<file path="src/rtl/pc_ras_unit_pkg.sv">
// Shared types for the fetch-stage program counter: next-PC selects, halt states, RAS sizing.
package pc_ras_unit_pkg;

  typedef logic [31:0] word_t;

  typedef enum logic [2:0] {
    PC_SEQ = 3'd0,
    PC_BR  = 3'd1,
    PC_J   = 3'd2,
    PC_JR  = 3'd3,
    PC_JAL = 3'd4,
    PC_RET = 3'd5
  } pcsrc_t;

  typedef logic [0:0] pcstate_t;
  localparam pcstate_t RUN    = 1'b0;
  localparam pcstate_t HALTED = 1'b1;

  function automatic int ras_ptr_w(input int depth);
    return (depth <= 2) ? 1 : $clog2(depth);
  endfunction

endpackage

</file>
<file path="src/rtl/pc_ras_unit_if.sv">
// Fetch PC control/status bundle: control+hazard side is master, the PC unit is slave.
interface pc_ras_unit_if;
  import pc_ras_unit_pkg::*;

  logic        pc_en;
  logic        halt;
  logic [2:0]  pc_src;
  logic        branch_taken;
  logic [15:0] imm16;
  logic [25:0] imm26;
  word_t       regval;
  word_t       imemaddr;
  word_t       pc_plus4;
  logic        halted;
  logic        ras_hit;
  logic        ras_empty;
  logic        ras_full;

  modport master (
    output pc_en, halt, pc_src, branch_taken, imm16, imm26, regval,
    input  imemaddr, pc_plus4, halted, ras_hit, ras_empty, ras_full
  );

  modport slave (
    input  pc_en, halt, pc_src, branch_taken, imm16, imm26, regval,
    output imemaddr, pc_plus4, halted, ras_hit, ras_empty, ras_full
  );
endinterface

</file>
<file path="src/rtl/pc_ras_unit_ras_stack.sv">
// Circular return-address stack; a push when full silently overwrites the oldest entry.
module ras_stack
  import pc_ras_unit_pkg::*;
#(
  parameter int DEPTH = 8
) (
  input  logic  CLK,
  input  logic  nRST,
  input  logic  push,
  input  logic  pop,
  input  word_t din,
  output word_t top,
  output logic  empty,
  output logic  full
);
  localparam int PW = ras_ptr_w(DEPTH);

  logic [PW-1:0] ptr;
  logic [PW-1:0] ptr_m1;
  logic [PW:0]   cnt;
  word_t         mem [DEPTH];

  // ptr is the next free slot, so the top lives one below it
  assign ptr_m1 = ptr - PW'(1);
  assign top    = mem[ptr_m1];
  assign empty  = (cnt == '0);
  assign full   = (cnt == (PW+1)'(DEPTH));

  always_ff @(posedge CLK or negedge nRST) begin
    if (!nRST) begin
      ptr <= '0;
      cnt <= '0;
    end else if (push) begin
      ptr <= ptr + PW'(1);
      if (!full) cnt <= cnt + (PW+1)'(1);
    end else if (pop && !empty) begin
      ptr <= ptr_m1;
      cnt <= cnt - (PW+1)'(1);
    end
  end

  always_ff @(posedge CLK) begin
    if (push) mem[ptr] <= din;
  end
endmodule

</file>
<file path="src/rtl/pc_ras_unit.sv">
// Fetch-stage PC: MIPS next-PC select, sticky halt, optional return-address stack
// (compile with PC_RAS_EN defined to build the stack).
module pc_ras_unit
  import pc_ras_unit_pkg::*;
#(
  parameter word_t PC_INIT   = 32'h0000_0000,
  parameter int    RAS_DEPTH = 8
) (
  input logic          CLK,
  input logic          nRST,
  pc_ras_unit_if.slave bus
);
  word_t    pc_q, pc_p4, br_off, jtarget, next_pc, ras_top;
  pcstate_t state_q;
  logic     run, advance, is_ret, ras_use;

  assign pc_p4   = pc_q + 32'd4;
  assign br_off  = {{14{bus.imm16[15]}}, bus.imm16, 2'b00};
  assign jtarget = {pc_p4[31:28], bus.imm26, 2'b00};
  assign run     = (state_q == RUN);
  // halt wins over pc_src: no PC move and no stack traffic on the halting cycle
  assign advance = bus.pc_en && run && !bus.halt;
  assign is_ret  = (pcsrc_t'(bus.pc_src) == PC_RET);

`ifdef PC_RAS_EN
  logic ras_empty_w, ras_full_w;

  ras_stack #(.DEPTH(RAS_DEPTH)) u_ras (
    .CLK   (CLK),
    .nRST  (nRST),
    .push  (advance && (pcsrc_t'(bus.pc_src) == PC_JAL)),
    .pop   (advance && ras_use),
    .din   (pc_p4),
    .top   (ras_top),
    .empty (ras_empty_w),
    .full  (ras_full_w)
  );

  assign ras_use       = is_ret && !ras_empty_w;
  assign bus.ras_empty = ras_empty_w;
  assign bus.ras_full  = ras_full_w;
`else
  // no storage: occupancy is permanently zero and PC_RET behaves as PC_JR
  localparam int CW = ras_ptr_w(RAS_DEPTH) + 1;
  logic [CW-1:0] ras_cnt;

  assign ras_cnt       = '0;
  assign ras_top       = '0;
  assign ras_use       = 1'b0;
  assign bus.ras_empty = (ras_cnt == '0);
  assign bus.ras_full  = (ras_cnt == CW'(RAS_DEPTH));
`endif

  always_comb begin
    next_pc = pc_q;
    case (pcsrc_t'(bus.pc_src))
      PC_SEQ:         next_pc = pc_p4;
      PC_BR:          next_pc = bus.branch_taken ? pc_p4 + br_off : pc_p4;
      PC_J, PC_JAL:   next_pc = jtarget;
      PC_JR:          next_pc = bus.regval;
      PC_RET:         next_pc = ras_use ? ras_top : bus.regval;
      default:        next_pc = pc_q;
    endcase
  end

  always_ff @(posedge CLK or negedge nRST) begin
    if (!nRST) begin
      pc_q    <= PC_INIT;
      state_q <= RUN;
    end else if (bus.pc_en && run) begin
      if (bus.halt) state_q <= HALTED;
      else          pc_q    <= next_pc;
    end
  end

  assign bus.imemaddr = pc_q;
  assign bus.pc_plus4 = pc_p4;
  assign bus.halted   = (state_q == HALTED);
  assign bus.ras_hit  = ras_use;
endmodule
</file>
<file path="src/flat_wrapper.sv">
// flat-port wrapper written by rule: the top's interface ports become plain ports
module pc_ras_unit_flat import pc_ras_unit_pkg::*;
#(
  parameter word_t PC_INIT   = 32'h0000_0000,
  parameter int    RAS_DEPTH = 8
)
  (CLK, nRST, bus_pc_en, bus_halt, bus_pc_src, bus_branch_taken, bus_imm16, bus_imm26, bus_regval, bus_imemaddr, bus_pc_plus4, bus_halted, bus_ras_hit, bus_ras_empty, bus_ras_full);
  pc_ras_unit_if bus_i ();
  input logic CLK;
  input logic nRST;
  input wire logic [$bits(bus_i.pc_en)-1:0] bus_pc_en;
  input wire logic [$bits(bus_i.halt)-1:0] bus_halt;
  input wire logic [$bits(bus_i.pc_src)-1:0] bus_pc_src;
  input wire logic [$bits(bus_i.branch_taken)-1:0] bus_branch_taken;
  input wire logic [$bits(bus_i.imm16)-1:0] bus_imm16;
  input wire logic [$bits(bus_i.imm26)-1:0] bus_imm26;
  input wire logic [$bits(bus_i.regval)-1:0] bus_regval;
  output wire logic [$bits(bus_i.imemaddr)-1:0] bus_imemaddr;
  output wire logic [$bits(bus_i.pc_plus4)-1:0] bus_pc_plus4;
  output wire logic [$bits(bus_i.halted)-1:0] bus_halted;
  output wire logic [$bits(bus_i.ras_hit)-1:0] bus_ras_hit;
  output wire logic [$bits(bus_i.ras_empty)-1:0] bus_ras_empty;
  output wire logic [$bits(bus_i.ras_full)-1:0] bus_ras_full;
  assign bus_i.pc_en = bus_pc_en;
  assign bus_i.halt = bus_halt;
  assign bus_i.pc_src = bus_pc_src;
  assign bus_i.branch_taken = bus_branch_taken;
  assign bus_i.imm16 = bus_imm16;
  assign bus_i.imm26 = bus_imm26;
  assign bus_i.regval = bus_regval;
  assign bus_imemaddr = bus_i.imemaddr;
  assign bus_pc_plus4 = bus_i.pc_plus4;
  assign bus_halted = bus_i.halted;
  assign bus_ras_hit = bus_i.ras_hit;
  assign bus_ras_empty = bus_i.ras_empty;
  assign bus_ras_full = bus_i.ras_full;
  pc_ras_unit #(.PC_INIT(PC_INIT), .RAS_DEPTH(RAS_DEPTH)) u_core (.CLK(CLK), .nRST(nRST), .bus(bus_i));
endmodule
</file>
<file path="config.mk">
export PLATFORM = sky130hd
export DESIGN_NAME = pc_ras_unit_flat
export DESIGN_NICKNAME = d
export VERILOG_FILES = /design/src/rtl/pc_ras_unit_pkg.sv /design/src/rtl/pc_ras_unit_if.sv /design/src/rtl/pc_ras_unit_ras_stack.sv /design/src/rtl/pc_ras_unit.sv /design/src/flat_wrapper.sv
export SDC_FILE = /design/constraint.sdc
export NUM_CORES = 1
export LEC_CHECK = 0
export ABC_AREA = 1
export CORE_MARGIN = 3
export CORE_UTILIZATION = 39
export DETAILED_ROUTE_END_ITERATION = 12
export HOLD_SLACK_MARGIN = 0.12
export PLACE_DENSITY = 0.79
export RECOVER_POWER = 100
export SLEW_MARGIN = 20
export SYNTH_ARGS = -nofsm -noshare
export SYNTH_HDL_FRONTEND = slang
export SYNTH_SLANG_ARGS = --single-unit
</file>
<file path="constraint.sdc">
create_clock -name CLK -period 3.15 [get_ports CLK]
set_clock_uncertainty 0.05 [all_clocks]
set_input_delay 0.63 -clock CLK [delete_from_list [all_inputs] [get_ports CLK]]
set_output_delay 0.63 -clock CLK [all_outputs]
set_load 0.005 [all_outputs]
</file>
==> reports/metrics.sh <==
POST_SYN_INSTANCES=919
POST_DP_CELL_AREA_UM2=7290
DP_SLACK_NS=-0.0243
CTS_MADE_BUFFERS=5
FINAL_CELL_AREA_UM2=8020
SYNTH_EDF_COUNT=0
ANTENNA_FOUND_INITIAL=1
SETUP.WORST_PATH.CLASS='flop to flop'
ASYNC_RESET_FF_SHARE_PCT=100
CRIT_END_CATEGORY='flop'
IOPINCOUNT=150
TIMING.REG2REG.SETUP_SLACK_NS=0.1
LAYOUT_WORST_PATH_CYCLE_SHARE_PCT=96.9
SYNTH_SEQ_CELLS=33
DESIGN.FINAL.NETS=1255
RUN_STATUS='finished, violations left'
SYNTH_COMPOUND_GATE_AREA_SHARE_PCT=14.8
MIN_PATH_CELLS=1
TIMING.REG2REG.WORST_PATH_DEPTH=21
VIOLATIONS_IN_THE_FINAL_REPORTS='capacitance limit, slew limit'
CAP_VIOLATIONS=1
DIE_AREA_UM2=14700
CP_DATA_ARRIVAL_TIME_NS=3.17
CRIT_PATH_MAX_INCR_DELAY_NS=0.38
WORST_PATH_MAX_DELAY_CELL='sky130_fd_sc_hd__dfrtp_1'
CTS_HOLD_BUF=0
VDD.IR_DROP.WORST_mV=0.348
P_LEAK_nW=4.03
CRIT_REQUIRED_NS=3.27
INITIAL_UTILIZATION_PCT=40.5
NUM-FILL-CELLS=1171
SETUP_REPAIR_AFTER_GLOBAL_ROUTING_MISSED_ITS_MARGIN='yes'
MUXSHAREOFSYNTHAREA_PCT=0
POWERDENSITY_nW_PER_UM2=490
ROUTE.DETAILED.VIAS_PER_INST=5.22
YOSYSWARNINGS=0
MOST-COMMON-LAYOUT-CELLS='sky130_fd_sc_hd__nand2_1, sky130_fd_sc_hd__inv_1, sky130_fd_sc_hd__clkdlybuf4s50_1'
WORSTREG2REGSTART='u_core.bus.imemaddr[2]'
DRT_WL_TOTAL_UM=21300
DRT_FIRST_PASS_ITERS=5
CLKTRANSATPATHREGS_NS=0.06
AREA_GROWTH_PCT=55.1
FINALNONFILLERCELLS=1311
WORST_PIN_SLEW_NS=2.01
KIND_OF_CELL_ADDING_THE_MOST_DELAY_TO_THE_CRITICAL_PATH='simple AND/OR/NAND/NOR gates'
CORE.ROWCOUNT=41
CTS-HTREE-LEVELS=2
PORT_BUFFERS=146
LAYOUT_COMMONEST_CELL='sky130_fd_sc_hd__nand2_1'
TIMING.CRITICAL_PATH.FROM_TYPE='flop'
GRT.OVERFLOW.TOTAL=0
POST_SYNTHESIS_SHARE_OF_CELL_AREA_SPENT_ON_AND_OR_NAND_AND_NOR_GATES_PCT=42.8
POST_DRT_WL_PER_CELL_UM=16.3
GLOBALROUTETOTALUTIL_PCT=28.0
CP_CELL_SEQUENCE='ha_2, nand2_2, inv_2, nand2_4, nor2_4, nand4_1, nand2_2, inv_1, ha_4, nand2_2, buf_4, nor2_2, inv_1, nor2_2, nand2_1, nand2_1, a21oi_1, o21ai_0, nand2_1, o21ai_1, inv_1'
SYNTHXORXNORAREAFRAC_PCT=3.05
CLOCK-ROOT-BUFFER='sky130_fd_sc_hd__clkbuf_16'
DIE-HEIGHT_UM=121
MAPPEDNETLISTAREA_UM2=5170
DESIGN.CORE.AREA_UM2=12800
CRITICAL_PATH_PEAK_FANOUT=4
SLEW_HEADROOM_PCT=-34.3
CTS_TREE='yes'
HOLDCRITPATHCLASS='flop to flop'
CTS.SINKS=33
FIN_SETUP_TNS_NS=0
HPWLAFTERDP_UM=17100
ACHIEVABLE-FREQUENCY_MHz=328
DIE_X_UM=121
POST_SYNTH.CELL_AREA_AVG_UM2=5.63
REG2REG_TO='u_core.bus.imemaddr[17]'
POSTLAYOUTSETUPSLACKWORST_NS=0.0979
GRT_START_MAX_NET_PINS=35
CLOCKBUFFERDEPTH=2
SETUP_VIOL=0
PLACED_INSTANCES=1287
ANTENNA_VIOLATING_NETS_POST_ROUTE=0
HOLDCRITSTARTPOINT='u_core.bus.halted'
GRT_PASS1_WL_UM=32600
SYNTH_TOP_FAMILY_BY_AREA='simple AND/OR/NAND/NOR gates'
DR.FIRST_ITER.DRC_COUNT=586
INSERTION_DELAY_NS=0.28
YOSYS.AREA_SHARE.ADDER_PCT=8.61
GRT_PASS1_VIAS=6339
FINALWORSTPATHREQUIREDPERIOD_NS=3.05
TIMING_HOLD_VIOLATIONS_FINAL=0
MIN_TO='u_core.bus.halted'
REMAINING_DRC_ERRORS=0
SYNTH_SEQUENTIAL_AREA_RATIO_PCT=16.0
LAYOUT-DRIVE-GT1-SHARE_PCT=19.8
VIAS=6841
FINALCOREUTILIZATION_PCT=62.8
ANTENNA_CELLS_INSERTED=0
CP.BUFFERS_INVERTERS=5
TIMING.FINAL.MAX_SLEW_VIOLATIONS=34
PLACE_CONGESTION=0.971
PREVAILING_POST_SYNTH_REGISTER_CELL='sky130_fd_sc_hd__dfrtp_1'
SYNTHDISTINCTLIBCELLS=45
-- kinds of logic (layout without fill, tap and decap cells) --
family / Yosys count / after routing
AO/OA/AOI/OAI: 128 / 128
XOR/XNOR: 18 / 18
adder cells (fa/ha/maj): 35 / 35
buffers and inverters: 193 / 412
flip-flops: 33 / 33
other: 2 / 3
AND/OR/NAND/NOR: 510 / 510
-- routing by layer --
metal	part of all wire [%]	routed length (um)	GRT usage [%]
met1	42	9000	37.1
met2	45	9690	45.6
met3	8.8	1890	5.31
met4	3.5	743	10.1
met5	0.061	13	0
-- registers in the layout, summed over array words and instances, names as in the netlist --
name	cells
u_core.bus.halted	1
u_core.bus.imemaddr	32
-- final cells by class --
type / instances / area (um^2) / share of cell area (%)
clock buffer: 6 / 139 / 1.73
clock inverter: 2 / 37.5 / 0.468
inverter: 172 / 646 / 8.05
multi-input combinational: 694 / 4020 / 50.1
sequential: 33 / 830 / 10.3
tap: 172 / 215 / 2.68
timing repair buffer: 232 / 2130 / 26.6
-- report_power, final --
| part | leakage [nW] | switching, mW | internal, mW | total [mW] |
|---|---|---|---|---|
| Combinational | 3.58 | 1.48 | 1.22 | 2.70 |
| Clock | 0.0831 | 0.201 | 0.395 | 0.596 |
| Sequential | 0.373 | 0.130 | 0.508 | 0.639 |
| Total | 4.03 | 1.81 | 2.12 | 3.93 |
-- worst reg2reg max path, delay by kind of cell, from the launching register on --
kind                       cells  cell delay, ns
AOI/OAI and AO/OA              3            0.27
adders and majority gates      2            0.53
buffers and inverters          5            0.47
DFF                            1            0.38
and+or+nand+nor               11            1.23
-- how the worst max path moves through the flow --
| stage | start | to | slack [ns] | depth (start not counted) |
|---|---|---|---|---|
| 2_1_floorplan | u_core.bus.imemaddr[3] | u_core.bus.imemaddr[30] | 0.39 | 22 |
| 3_3_place_gp | u_core.bus.imemaddr[10] | u_core.bus.imemaddr[21] | -0.01 | 19 |
| 3_5_place_dp | u_core.bus.imemaddr[3] | u_core.bus.imemaddr[25] | -0.02 | 22 |
| 4_1_cts | u_core.bus.imemaddr[2] | u_core.bus.imemaddr[27] | 0.001 | 23 |
| 5_1_grt | u_core.bus.imemaddr[17] | u_core.bus.imemaddr[31] | -0.14 | 20 |
| 6_report | u_core.bus.imemaddr[2] | u_core.bus.imemaddr[17] | 0.1 | 21 |
-- synthesized netlist by cell type, types with 2 or more instances --
library cell	n	area share, %
sky130_fd_sc_hd__nand2_1	302	22
sky130_fd_sc_hd__inv_1	168	12
sky130_fd_sc_hd__nor2_1	79	5.7
sky130_fd_sc_hd__nand3_1	68	6.6
sky130_fd_sc_hd__a21oi_1	44	4.3
sky130_fd_sc_hd__ha_1	34	8.2
sky130_fd_sc_hd__dfrtp_1	33	16
sky130_fd_sc_hd__o21ai_0	33	3.2
sky130_fd_sc_hd__nand4_1	18	2.2
sky130_fd_sc_hd__a22o_1	14	2.4
sky130_fd_sc_hd__xor2_1	14	2.4
sky130_fd_sc_hd__o21ai_1	9	0.87
sky130_fd_sc_hd__clkbuf_1	8	0.58
sky130_fd_sc_hd__nand2_2	8	0.97
sky130_fd_sc_hd__nor3_1	8	0.77
sky130_fd_sc_hd__buf_4	7	1.0
sky130_fd_sc_hd__o21bai_1	7	1.0
sky130_fd_sc_hd__a221oi_1	5	0.85
sky130_fd_sc_hd__buf_2	5	0.48
sky130_fd_sc_hd__nor2_2	5	0.60
sky130_fd_sc_hd__inv_2	4	0.29
sky130_fd_sc_hd__nand3_2	4	0.77
sky130_fd_sc_hd__o22ai_1	4	0.48
sky130_fd_sc_hd__xnor2_1	4	0.68
sky130_fd_sc_hd__a211oi_1	3	0.44
sky130_fd_sc_hd__a21o_1	3	0.44
sky130_fd_sc_hd__nand3b_1	3	0.44
sky130_fd_sc_hd__nor2_4	3	0.65
sky130_fd_sc_hd__or2_2	3	0.36
sky130_fd_sc_hd__conb_1	2	0.15
sky130_fd_sc_hd__o211ai_1	2	0.29
sky130_fd_sc_hd__o21a_1	2	0.29
-- metrics by stage --
stage / hold WS (ns) / power, mW
after floorplan: 0.284 / 1.88
after CTS: 0.480 / 3.63
final: 0.471 / 3.93
after detailed placement: 0.463 / 3.00
after global placement: 0.440 / 2.99
after global routing: 0.509 / 4.22
-- timing repair --
action	CTS	global route
endpoints found under the setup margin	5	26
buffers inserted	3	13
pin swaps	1	21
gates resized for setup	5	119
(Power assumes the default switching activity.)
